$ cat src/rtl/seg7_pkg.sv
// Shared constants for the seven-segment scan decoder: segment patterns,
// the illegal-code nibble, FSM encoding and default parameters.
package seg7_pkg;

  localparam int DEFAULT_NUM_DIGITS    = 4;
  localparam int DEFAULT_STABLE_CYCLES = 4;

  // Segment patterns, bit6=g ... bit0=a, active-high.
  localparam logic [6:0] SEG_0 = 7'h3F;
  localparam logic [6:0] SEG_1 = 7'h06;
  localparam logic [6:0] SEG_2 = 7'h5B;
  localparam logic [6:0] SEG_3 = 7'h4F;
  localparam logic [6:0] SEG_4 = 7'h66;
  localparam logic [6:0] SEG_5 = 7'h6D;
  localparam logic [6:0] SEG_6 = 7'h7D;
  localparam logic [6:0] SEG_7 = 7'h07;
  localparam logic [6:0] SEG_8 = 7'h7F;
  localparam logic [6:0] SEG_9 = 7'h6F;

  // Nibble reported for any pattern that is not a digit 0-9.
  localparam logic [3:0] BCD_ILLEGAL = 4'hF;

  // Frame assembly state: IDLE = no digit captured, COLLECT = some digits
  // captured, COMMIT = one cycle in which the finished frame is published.
  typedef enum logic [1:0] {
    ST_IDLE    = 2'd0,
    ST_COLLECT = 2'd1,
    ST_COMMIT  = 2'd2
  } state_t;

endpackage

$ cat src/rtl/seg7_decode_if.sv
// Bundle of the scan-side inputs and frame-side outputs of seg7_decode.
//
// Handshake: there is no ready/backpressure. iSel/iSeg are sampled every
// cycle. oValid is a single-cycle pulse; oData/oErr are valid while oValid
// is high and then hold that frame until the next pulse, so a consumer may
// also read them at any later time.
interface seg7_decode_if
  import seg7_pkg::*;
#(
  parameter int NUM_DIGITS = DEFAULT_NUM_DIGITS
);

  logic [NUM_DIGITS-1:0]   iSel;
  logic [6:0]              iSeg;
  logic [4*NUM_DIGITS-1:0] oData;
  logic                    oValid;
  logic [NUM_DIGITS-1:0]   oErr;
  state_t                  state_dbg;

  // Driver side (scanning display driver / testbench).
  modport master (
    output iSel,
    output iSeg,
    input  oData,
    input  oValid,
    input  oErr,
    input  state_dbg
  );

  // Decoder side.
  modport slave (
    input  iSel,
    input  iSeg,
    output oData,
    output oValid,
    output oErr,
    output state_dbg
  );

endinterface

$ cat src/rtl/seg7_to_bcd.sv
// Combinational seven-segment pattern to BCD nibble translation; anything
// that is not an exact 0-9 pattern maps to the illegal nibble with oErr set.
module seg7_to_bcd
  import seg7_pkg::*;
(
  input  logic [6:0] iSeg,
  output logic [3:0] oNibble,
  output logic       oErr
);

  // Exact-match lookup; no partial-segment tolerance.
  always_comb begin
    oNibble = BCD_ILLEGAL;
    oErr    = 1'b0;
    case (iSeg)
      SEG_0:   oNibble = 4'd0;
      SEG_1:   oNibble = 4'd1;
      SEG_2:   oNibble = 4'd2;
      SEG_3:   oNibble = 4'd3;
      SEG_4:   oNibble = 4'd4;
      SEG_5:   oNibble = 4'd5;
      SEG_6:   oNibble = 4'd6;
      SEG_7:   oNibble = 4'd7;
      SEG_8:   oNibble = 4'd8;
      SEG_9:   oNibble = 4'd9;
      default: begin
        oNibble = BCD_ILLEGAL;
        oErr    = 1'b1;
      end
    endcase
  end

endmodule

$ cat src/rtl/seg7_decode.sv
// Reconstructs a multi-digit BCD frame from a multiplexed seven-segment
// scan. Each digit must dwell STABLE_CYCLES identical samples before it is
// captured; once every digit is captured the frame is published with a
// one-cycle oValid pulse.
module seg7_decode
  import seg7_pkg::*;
#(
  parameter int NUM_DIGITS    = DEFAULT_NUM_DIGITS,
  parameter int STABLE_CYCLES = DEFAULT_STABLE_CYCLES
)(
  input  logic          iClk,
  input  logic          iRst_n,
  seg7_decode_if.slave  bus
);

  localparam int              CNT_W    = $clog2(STABLE_CYCLES + 1);
  localparam logic [CNT_W-1:0] STABLE_W = CNT_W'(STABLE_CYCLES);

  // Sample pipeline: sel_q/seg_q is the sample under evaluation, the _prev_q
  // copy is the one before it.
  logic [NUM_DIGITS-1:0]   sel_q, sel_prev_q;
  logic [6:0]              seg_q, seg_prev_q;
  logic [CNT_W-1:0]        cnt_q, cnt_d;

  logic [NUM_DIGITS-1:0]   mask_q, mask_d;
  logic [4*NUM_DIGITS-1:0] shadow_q, shadow_d;
  logic [NUM_DIGITS-1:0]   shadow_err_q, shadow_err_d;
  logic [4*NUM_DIGITS-1:0] data_q, data_d;
  logic [NUM_DIGITS-1:0]   err_q, err_d;
  logic                    valid_q, valid_d;
  state_t                  state_q, state_d;

  logic                    same;
  logic                    sel_ok;
  logic                    accept;
  logic                    mask_full;
  logic [3:0]              dec_nibble;
  logic                    dec_err;

  assign same      = (sel_q == sel_prev_q) && (seg_q == seg_prev_q);
  assign sel_ok    = $onehot(sel_q);
  assign mask_full = &mask_d;

  seg7_to_bcd u_to_bcd (
    .iSeg    (seg_q),
    .oNibble (dec_nibble),
    .oErr    (dec_err)
  );

  // Stability counter: zero for an illegal select, restart at 1 on a new
  // sample, otherwise count up and saturate.
  always_comb begin
    cnt_d = cnt_q;
    if (!sel_ok) begin
      cnt_d = '0;
    end else if (!same) begin
      cnt_d = CNT_W'(1);
    end else if (cnt_q != STABLE_W) begin
      cnt_d = cnt_q + CNT_W'(1);
    end
  end

  // Accept only on the cycle the count first lands on the threshold, so a
  // long dwell yields a single capture.
  assign accept = sel_ok && (cnt_d == STABLE_W) && !(same && (cnt_q == STABLE_W));

  // Shadow frame update: the latest accepted pattern for a digit wins; the
  // mask restarts after a commit but still records a same-cycle acceptance.
  always_comb begin
    shadow_d     = shadow_q;
    shadow_err_d = shadow_err_q;
    mask_d       = (state_q == ST_COMMIT) ? '0 : mask_q;
    if (accept) begin
      for (int i = 0; i < NUM_DIGITS; i++) begin
        if (sel_q[i]) begin
          shadow_d[4*i +: 4] = dec_nibble;
          shadow_err_d[i]    = dec_err;
        end
      end
      mask_d = mask_d | sel_q;
    end
  end

  // Frame FSM next-state and publish logic.
  always_comb begin
    state_d = state_q;
    data_d  = data_q;
    err_d   = err_q;
    valid_d = 1'b0;
    case (state_q)
      ST_IDLE: begin
        if (accept) begin
          state_d = mask_full ? ST_COMMIT : ST_COLLECT;
        end
      end
      ST_COLLECT: begin
        if (mask_full) begin
          state_d = ST_COMMIT;
        end
      end
      ST_COMMIT: begin
        // shadow_d so an acceptance landing in this cycle is part of the frame.
        data_d  = shadow_d;
        err_d   = shadow_err_d;
        valid_d = 1'b1;
        if (accept) begin
          state_d = mask_full ? ST_COMMIT : ST_COLLECT;
        end else begin
          state_d = ST_IDLE;
        end
      end
      default: state_d = ST_IDLE;
    endcase
  end

  // Input sampling and stability counter registers.
  always_ff @(posedge iClk) begin
    if (!iRst_n) begin
      sel_q      <= '0;
      seg_q      <= '0;
      sel_prev_q <= '0;
      seg_prev_q <= '0;
      cnt_q      <= '0;
    end else begin
      sel_q      <= bus.iSel;
      seg_q      <= bus.iSeg;
      sel_prev_q <= sel_q;
      seg_prev_q <= seg_q;
      cnt_q      <= cnt_d;
    end
  end

  // Frame assembly and output registers.
  always_ff @(posedge iClk) begin
    if (!iRst_n) begin
      mask_q       <= '0;
      shadow_q     <= '0;
      shadow_err_q <= '0;
      data_q       <= '0;
      err_q        <= '0;
      valid_q      <= 1'b0;
      state_q      <= ST_IDLE;
    end else begin
      mask_q       <= mask_d;
      shadow_q     <= shadow_d;
      shadow_err_q <= shadow_err_d;
      data_q       <= data_d;
      err_q        <= err_d;
      valid_q      <= valid_d;
      state_q      <= state_d;
    end
  end

  assign bus.oData     = data_q;
  assign bus.oErr      = err_q;
  assign bus.oValid    = valid_q;
  assign bus.state_dbg = state_q;

endmodule

$ cat src/flat_wrapper.sv
// flat-port wrapper written by rule: the top's interface ports become plain ports
module seg7_decode_flat import seg7_pkg::*;
#(
  parameter int NUM_DIGITS    = DEFAULT_NUM_DIGITS,
  parameter int STABLE_CYCLES = DEFAULT_STABLE_CYCLES
)
  (iClk, iRst_n, bus_iSel, bus_iSeg, bus_oData, bus_oValid, bus_oErr, bus_state_dbg);
  seg7_decode_if #(.NUM_DIGITS(NUM_DIGITS)) bus_i ();
  input  logic iClk;
  input  logic iRst_n;
  input wire logic [$bits(bus_i.iSel)-1:0] bus_iSel;
  input wire logic [$bits(bus_i.iSeg)-1:0] bus_iSeg;
  output wire logic [$bits(bus_i.oData)-1:0] bus_oData;
  output wire logic [$bits(bus_i.oValid)-1:0] bus_oValid;
  output wire logic [$bits(bus_i.oErr)-1:0] bus_oErr;
  output wire logic [$bits(bus_i.state_dbg)-1:0] bus_state_dbg;
  assign bus_i.iSel = bus_iSel;
  assign bus_i.iSeg = bus_iSeg;
  assign bus_oData = bus_i.oData;
  assign bus_oValid = bus_i.oValid;
  assign bus_oErr = bus_i.oErr;
  assign bus_state_dbg = bus_i.state_dbg;
  seg7_decode #(.NUM_DIGITS(NUM_DIGITS), .STABLE_CYCLES(STABLE_CYCLES)) u_core (.iClk(iClk), .iRst_n(iRst_n), .bus(bus_i));
endmodule
$ cat config.mk
export PLATFORM = sky130hd
export DESIGN_NAME = seg7_decode_flat
export DESIGN_NICKNAME = d
export VERILOG_FILES = /design/src/rtl/seg7_pkg.sv /design/src/rtl/seg7_decode_if.sv /design/src/rtl/seg7_to_bcd.sv /design/src/rtl/seg7_decode.sv /design/src/flat_wrapper.sv
export SDC_FILE = /design/constraint.sdc
export NUM_CORES = 1
export LEC_CHECK = 0
export CORE_ASPECT_RATIO = 0.7
export CORE_MARGIN = 5
export CORE_UTILIZATION = 57
export CTS_CLUSTER_DIAMETER = 40
export DETAILED_ROUTE_END_ITERATION = 16
export PLACE_DENSITY = 0.91
export SLEW_MARGIN = 20
export SYNTH_ARGS = -nofsm -noshare
export SYNTH_HDL_FRONTEND = slang
export SYNTH_SLANG_ARGS = --single-unit
$ cat constraint.sdc
create_clock -name iClk -period 8.5 [get_ports iClk]
set_input_delay 1.7 -clock iClk [delete_from_list [all_inputs] [get_ports iClk]]
set_output_delay 1.7 -clock iClk [all_outputs]
set_load 0.05 [all_outputs]
==> metrics <==
status completed; post-route ant nets 0; RSZ-0062 raised after global routing no; Critical Path Max Stage Delay 800 ps; CP Capture Type flop; YS warnings 0; DRC errors left 0; Critical Path AT 3860 ps; Post-synth EDFFs 0; clock latency on the worst-skew pair roughly 340 ps; Post-layout nets between 300 and 400; critical path's most frequent cell ha_1; Post-synth ARST share 0; sequential area share after synthesis 0.477; largest net degree at the start of global routing 51; grt total ovfl 0; layout cell share with drive strength beyond 1 0.0739; Final Wtd Congestion slightly above 0.8; Clock Path Buffers 2; max_cap viols 0; Max FO, Critical Path 25; Critical-path top delay cell and4b_1; drt via density 5.88; fin worst setup slack 4890 ps; Power Density 180 nW/um2; predominant post-synthesis flop cell dfxtp_1; final WL 6620 um; leading post-synthesis cells by cell area dfxtp_1, nand3_1, a21oi_1; Yosys cell types 45; Total Die Area 6880 um2; Slew @ Worst Pin 857 ps; Slew Limit Fails 0; Clock Skew around 8.9 ps; placed wire-length estimate 4440 um; Critical Path RT between 8000 and 9000 ps; Worst VDD drop roughly 0.00011 V; Tcrit/Tclk final 0.425; LEAKAGE 1.24 nW; htree depth 3; IO Port Bufs 35; Worst setup SP type flop; Placement Cell Area 3360 um2; Synth Register Bits 72; post-route cell area 3550 um2; critical path class reg2reg; Hold Crit Class reg2reg; count leader, synth dfxtp_1; I/O pins 36; Slew Limit Headroom 0.428; Mapped Nets 341; starting density of the core 0.581; final core occ 0.682; per-cell routed wire length 15.6 um; synthesized area 3020 um2; Fin Setup TNS 0 ps; FP Rows 22; # resized after CTS 0; Fin. Hold Viols 0; final setup vio count 0; vias in the first global route roughly 2300; synth cell count leaders dfxtp_1, nand3_1, a21oi_1, nor2_1; GRT Total Usage 0.201; Finished Layout Cells 424; Syn Inst Count 322; die width 97.0 um; top-area cell type share of the netlist area 0.477; Synth-to-Final Area Change 17.4%; clk sinks 72; CTS buffer count 9; global-route wire length before repair 11100 um; setup repair bufs after CTS 0; Die H 70.9 um; initial drt markers roughly 330; maximum operating frequency approximately 280 MHz; Clock transition at path regs 70 ps; Synth Area per Inst 9.38 um2; cts hold-fix bufs 0; antenna violations before repair 0; dpl ws 4960 ps; CTS tree built; Final min period 3610 ps; ant diodes 0; routed vias 2491; worst path cell trace ha_1 -> ha_1 -> fa_1 -> or3b_1 -> a211oi_2 -> and4b_1 -> nand3_1 -> a311oi_1; drt first pass iters 5; dominant cell type by area after synthesis dfxtp_1; clk root buf clkbuf_8; dpl cells around 400; Core Region 5200 um2
worst max-delay path, delay by kind of cell (launching register included):
family	cells	cell delay [ps]
and+or+nand+nor	3	1430
adders and majority gates	3	970
AOI/OAI and AO/OA	2	520
DFF	1	590
layout by cell type, fill, tap and decap left out, types with 8 or more instances in the layout:
| cell type | count |
|---|---|
| a211oi_1 | 12 |
| a21oi_1 | 26 |
| and2_1 | 20 |
| clkbuf_8 | 12 |
| clkdlybuf4s50_1 | 35 |
| dfxtp_1 | 72 |
| inv_1 | 9 |
| nand2_1 | 10 |
| nand3_1 | 30 |
| nor2_1 | 23 |
| o21ai_0 | 20 |
| o221ai_1 | 9 |
| xor2_1 | 8 |
state kept, by name, indices dropped and copies added (netlist names):
register,cells
u_core.shadow_q,16
u_core.mask_q,4
u_core.sel_prev_q,4
u_core.bus.oErr,4
u_core.bus.oData,16
u_core.cnt_q,3
u_core.bus.oValid,1
u_core.bus.state_dbg,2
u_core.seg_prev_q,7
u_core.shadow_err_q,4
u_core.seg_q,7
u_core.sel_q,4
kinds of logic after synthesis:
logic type               Yosys count  synth area share
AO/OA/AOI/OAI                     87             0.193
XOR/XNOR                          13            0.0377
buffers and inverters             33            0.0518
adder cells (fa/ha/maj)            6            0.0273
flip-flops                        72             0.477
AND/OR/NAND/NOR                  108             0.203
multiplexers                       3           0.00994
final timing paths:
| check | from | endpoint | slack, ps | cells past startpoint |
|---|---|---|---|---|
| max | u_core.sel_q[2] | u_core.bus.oErr[1] | 4890 | 8 |
| min reg2reg | u_core.sel_q[3] | u_core.sel_prev_q[3] | 490 | 2 |
| min | u_core.sel_q[3] | u_core.sel_prev_q[3] | 490 | 2 |
| max reg2reg | u_core.sel_q[2] | u_core.bus.oErr[1] | 4890 | 8 |
layout make-up:
| type | count | area (um2) |
|---|---|---|
| sequential | 72 | 1440 |
| clock inverter | 2 | 12.5 |
| multi-input combinational | 217 | 1420 |
| timing repair buffer | 38 | 373 |
| inverter | 9 | 33.8 |
| tap | 72 | 90.1 |
| clock buffer | 14 | 173 |
| fill | 382 | 1660 |
power by group:
group / internal [mW] / total [mW] / switching, mW
clock: 0.130 / 0.247 / 0.118
combinational: 0.0188 / 0.0403 / 0.0215
sequential: 0.343 / 0.351 / 0.00815
total: 0.491 / 0.639 / 0.147
per-stage QoR:
stage | power [mW] | hold slack (ps)
after global placement | 0.396 | 460
after CTS | 0.644 | 482
after floorplan | 0.385 | 449
final | 0.639 | 494
after detailed placement | 0.398 | 474
after global routing | 0.663 | 522
routing by layer:
| layer | track usage | routed length, um | vias to the layer above | share of wire |
|---|---|---|---|---|
| met5 | 0 | 0 | - | 0 |
| met4 | 0.0639 | 97 | 0 | 0.015 |
| met3 | 0.0798 | 559 | 11 | 0.084 |
| met2 | 0.317 | 3090 | 84 | 0.47 |
| met1 | 0.255 | 2870 | 1194 | 0.43 |
| li1 | - | - | 1202 | - |
Note: power is estimated with default switching activity, not from simulation.
==> RTL edit 1: new RTL, same flow settings <==
`DEFAULT_STABLE_CYCLES`: 4 -> 8.
--- a/src/rtl/seg7_pkg.sv
+++ b/src/rtl/seg7_pkg.sv
@@ -3,7 +3,7 @@
 package seg7_pkg;
 
   localparam int DEFAULT_NUM_DIGITS    = 4;
-  localparam int DEFAULT_STABLE_CYCLES = 4;
+  localparam int DEFAULT_STABLE_CYCLES = 8;
 
   // Segment patterns, bit6=g ... bit0=a, active-high.
   localparam logic [6:0] SEG_0 = 7'h3F;
Formal check against the unedited RTL: not equivalent (Yosys sat finds a counterexample within 10 cycles, from zero or initial values and one cycle with iRst_n low).
==> RTL edit 1 against the unedited design <==
- sequential cell count up 1
- total power rose by 4.2%
- critical path depth is the same
- synthesized area up 8.4%
- clock skew about the same
- final area up 6.7%
- wire length up 4.5%
- global-route usage shrank 0.34 points
- hold slack got worse by 0.021 ns
- maximum frequency decreased by 0.87%
- setup slack worse by 0.032 ns
- sequential power rose by 2%
==> RTL edit 1: results <==
metrics = {
    "clocking": {
        "h-tree-depth": 3,
        "post_cts_resized": 0,
        "insertion_delay_ns": 0.36,
        "cts.path.max_buffers": 2,
        "numCtsBuffers": 9,
        "clk_pin_slew_ns": 0.08,
        "post-cts-setup-buffer-count": 0,
        "cts_root_buffer": "clkbuf_8",
    },
    "timing": {
        "relSlewSlack_pct": 39.6,
        "finClkSkew_ns": 0.00911,
    },
    "drt": {
        "vias_per_cell": 5.78,
        "drtIter0Drc": 178,
        "dr.pass1.iters": 4,
        "post_drt_wl_per_cell_microns": 15.2,
    },
    "place": {
        "place_inst": 438,
        "place.port_buffers": 35,
        "gp_congestion": 0.838,
        "hpwl_microns": 4760,
    },
    "synthesis": {
        "synth-compound-area-share_pct": 11.4,
        "syn-instance-count": 354,
        "ys_top_cells_by_count": "73 x dfxtp_1, 39 x nor2_1, 26 x and2_1, 21 x mux2i_1, 20 x nand4_1",
        "synth_fa_ha_area_share_pct": 2.52,
        "ys_warn_count": 0,
        "syn-num-nets": 373,
        "synthXorXnorAreaFrac_pct": 4.81,
        "ys_seq_area_share_pct": 44.6,
        "yosys-mux-area-fraction_pct": 8.14,
        "synth_ff_type": "dfxtp_1",
        "synthTopCellsByArea": "dfxtp_1 45%, mux2i_1 6.4%, and2_1 5.0%",
        "synth_cell_types": 50,
        "async_flop_share_pct": 0,
    },
    "cells_and_area": {
        "final_nets": 393,
        "fill_cells": 453,
        "final_cells": 454,
        "drive_gt1_share_pct": 8.71,
        "n_antenna_cell": 0,
    },
    "grt": {
        "grt_pass1_wl_microns": 11500,
        "grt_max_degree": 53,
        "antenna_found_initial": 0,
        "grtUsageTotal_pct": 19.8,
        "grt_pass1_vias": 2430,
    },
    "critical_path": {
        "critPathMaxFanout": 11,
        "cp.arrival_ns": 3.89,
    },
    "power_and_ir_drop": {
        "ir_drop_v": 0.000126,
        "leakage_nw": 1.51,
    },
    "hold_path": {
        "hold_path_class": "reg -> reg",
    },
    "status": {
        "status": "finished clean",
    },
}
-- RTL edit 1: changes by cell type in the layout (fill, tap and decap cells not counted), sizes merged, moves of 8 or more --
cell,before,now
nand3,30,14
nor2,24,40
mux2i,3,21
a21oi,26,18
a211oi,15,0
o21ai,23,11
nand4,1,20
o221ai,9,0
-- RTL edit 1: cell families after synthesis --
group / Yosys count
xor gates and xnor gates: 18
adders and majority gates: 6
muxes: 26
DFF: 73
buffers and inverters: 32
AOI/OAI and AO/OA: 57
and+or+nand+nor: 142
-- RTL edit 1: layout make-up --
type                            count  area, sq um  share of cell area [%]
Timing Repair Buffer               37          365                    9.65
Tap cell                           75         93.8                    2.48
Multi-Input combinational cell    249         1650                    43.7
Clock buffer                       10          128                    3.37
Sequential cell                    73         1460                    38.6
Inverter                            4         15.0                   0.397
Clock inverter                      6         68.8                    1.82
-- RTL edit 1: worst paths after layout --
kind / from / to / slack [ns] / cells after the start
max: u_core.sel_q[3]$_SDFF_PN0_ / u_core.bus.oData[2]$_SDFFE_PN0P_ / 4.85 / 8
min: u_core.mask_q[3]$_SDFF_PN0_ / u_core.mask_q[3]$_SDFF_PN0_ / 0.47 / 2
max reg2reg: u_core.sel_q[3]$_SDFF_PN0_ / u_core.bus.oData[2]$_SDFFE_PN0P_ / 4.85 / 8
min reg2reg: u_core.mask_q[3]$_SDFF_PN0_ / u_core.mask_q[3]$_SDFF_PN0_ / 0.47 / 2
-- RTL edit 1: worst max-delay path: stages, from the launching register on --
cell and delay (ns):
dfxtp_1 0.51, ha_1 0.32, ha_1 0.21, fa_1 0.44, or3b_2 0.52, nor4_4 0.39, nand4_1 0.62, mux2i_1 0.43
a21oi_1 0.10
-- RTL edit 1: metal layers --
| layer | vias up | global-route usage (%) | routed length, microns |
|---|---|---|---|
| met5 | - | 0 | 0 |
| met4 | 0 | 5.98 | 115 |
| met3 | 12 | 7.31 | 378 |
| met2 | 75 | 30.7 | 3220 |
| met1 | 1245 | 25.8 | 3200 |
| li1 | 1290 | - | - |
-- RTL edit 1: per-stage QoR --
step	setup slack, ns	hold WS, ns	total power, mW	util [%]	cell area (sq um)
after floorplan	5.67	0.446	0.394	-	3280
after global routing	4.68	0.492	0.690	67.1	3780
after global placement	5.02	0.459	0.404	63.6	3590
after CTS	4.91	0.475	0.669	67.1	3780
final	4.85	0.473	0.666	67.1	3780
after detailed placement	4.95	0.465	0.407	63.6	3590
-- RTL edit 1: power breakdown --
part           switching, mW  internal (mW)  total [mW]  leakage (nW)
registers             0.0101          0.347       0.357         0.593
logic                 0.0219         0.0200      0.0419         0.828
clock network          0.131          0.136       0.266        0.0847
==> RTL edit 2: new RTL, same flow settings <==
Without the edit above. `data_q` no longer has a reset.
--- a/src/rtl/seg7_decode.sv
+++ b/src/rtl/seg7_decode.sv
@@ -136,7 +136,6 @@
       mask_q       <= '0;
       shadow_q     <= '0;
       shadow_err_q <= '0;
-      data_q       <= '0;
       err_q        <= '0;
       valid_q      <= 1'b0;
       state_q      <= ST_IDLE;
@@ -144,11 +143,14 @@
       mask_q       <= mask_d;
       shadow_q     <= shadow_d;
       shadow_err_q <= shadow_err_d;
-      data_q       <= data_d;
       err_q        <= err_d;
       valid_q      <= valid_d;
       state_q      <= state_d;
     end
+  end
+
+  always_ff @(posedge iClk) begin
+    data_q <= data_d;
   end
 
   assign bus.oData     = data_q;
Function: same outputs for any inputs over 10 cycles, from zero or initial values and one cycle with iRst_n low; that may be too few to reach the edited logic, so the function may still have changed.
==> RTL edit 2 against the unedited design <==
- maximum frequency rose by 8.2%
- final area rose by 4.9%
- setup slack improved by 0.27 ns
- wire length fell by 3.8%
- total power rose by 4.6%
- synthesized area rose by 5.4%
- critical endpoint is now u_core.bus.oData[6]$_DFFE_PP_
- sequential cell count did not move
- synthesized cell count fell by 7.1%
- clock skew barely moved
==> RTL edit 2: results <==
metrics = {
    "timing": {
        "timing.hold.ws_ns": 0.461,
        "worst_slack_ns": 5.16,
        "finClkSkew_ns": 0.00906,
        "finalSetupViolCount": 0,
        "tightestPinTransition_ns": 0.805,
    },
    "critical_path": {
        "reg2reg_from": "u_core.sel_q[3]$_SDFF_PN0_",
        "reg2reg_to": "u_core.bus.oData[6]$_DFFE_PP_",
        "r2r_cells": 8,
        "cp.arrival_ns": 3.42,
        "critPathMaxFanout": 9,
        "critPathSlowestCell": "nor4b_2",
        "critPathMaxStageDelay_ns": 0.52,
    },
    "synthesis": {
        "synth_edf_count": 16,
        "ys_top_cells_by_count": "56 x dfxtp_1, 28 x and2_1, 27 x a21oi_1, 18 x nor2_1, 16 x edfxtp_1",
        "synth_cell_types": 54,
        "synth_fa_ha_area_share_pct": 2.59,
        "synthTopCellsByArea": "dfxtp_1 35%, edfxtp_1 15%, and2_1 5.5%",
        "syn-num-nets": 318,
        "avgSynthCellArea_sq_um": 10.6,
        "synth-compound-area-share_pct": 15.4,
        "yosys-mux-area-fraction_pct": 0.354,
        "ys_seq_area_share_pct": 50.3,
        "synthXorXnorAreaFrac_pct": 4.05,
        "async_flop_share_pct": 0,
        "ys_warn_count": 0,
    },
    "grt": {
        "antenna_found_initial": 0,
        "grtUsageTotal_pct": 18.7,
        "grt_pass1_wl_microns": 10600,
        "grt_pass1_vias": 2246,
        "grt_max_degree": 36,
    },
    "clocking": {
        "cts.path.max_buffers": 2,
        "clk_pin_slew_ns": 0.07,
        "post-cts-setup-buffer-count": 0,
        "post_cts_resized": 0,
        "h-tree-depth": 3,
    },
    "cells_and_area": {
        "fill_cells": 411,
        "final_cells": 406,
        "n_antenna_cell": 0,
        "final_nets": 348,
        "drive_gt1_share_pct": 11.7,
    },
    "hold_path": {
        "hold_start": "u_core.shadow_err_q[3]$_SDFF_PN0_",
        "whs_endpoint": "u_core.shadow_err_q[3]$_SDFF_PN0_",
        "hold_path_class": "reg -> reg",
    },
    "place": {
        "gp_congestion": 0.758,
        "placed_area_sq_um": 3540,
        "hpwl_microns": 4260,
        "place_inst": 390,
        "place.port_buffers": 35,
        "pre_cts_ws_ns": 5.02,
    },
    "status": {
        "status": "finished clean",
    },
    "drt": {
        "post_drt_wl_per_cell_microns": 15.7,
        "drtIter0Drc": 174,
        "vias": 2373,
        "dr.pass1.iters": 5,
    },
    "power_and_ir_drop": {
        "ir_drop_v": 0.000103,
        "leakage_nw": 1.26,
    },
}
[RTL edit 2: cell type report]
type,count,area (sq um),area share (%)
sequential,72,1600,43.0
clock buffer,9,124,3.33
multi-input combinational,204,1460,39.3
clock inverter,7,62.6,1.68
timing repair buffer,36,358,9.61
inverter,6,22.5,0.605
tap,72,90.1,2.42
[RTL edit 2: where the power goes]
part           switching [mW]  total (mW)  internal [mW]
combinational          0.0257      0.0471         0.0214
sequential            0.00954       0.363          0.353
clock                   0.126       0.258          0.132
total                   0.161       0.668          0.507
[RTL edit 2: worst max-delay path: cells and delay by family (launching register included)]
kind / cells / cell delay [ns]
AO/OA/AOI/OAI: 2 / 0.35
flip-flops: 1 / 0.49
adder cells (fa/ha/maj): 3 / 0.96
AND/OR/NAND/NOR: 3 / 1.27
[RTL edit 2: layer usage]
metal,vias to the layer above,track usage (%),routed length (microns)
li1,1156,-,-
met2,88,29.7,2910
met5,-,0,0
met4,0,6.21,116
met1,1111,24.5,2900
met3,18,5.57,434
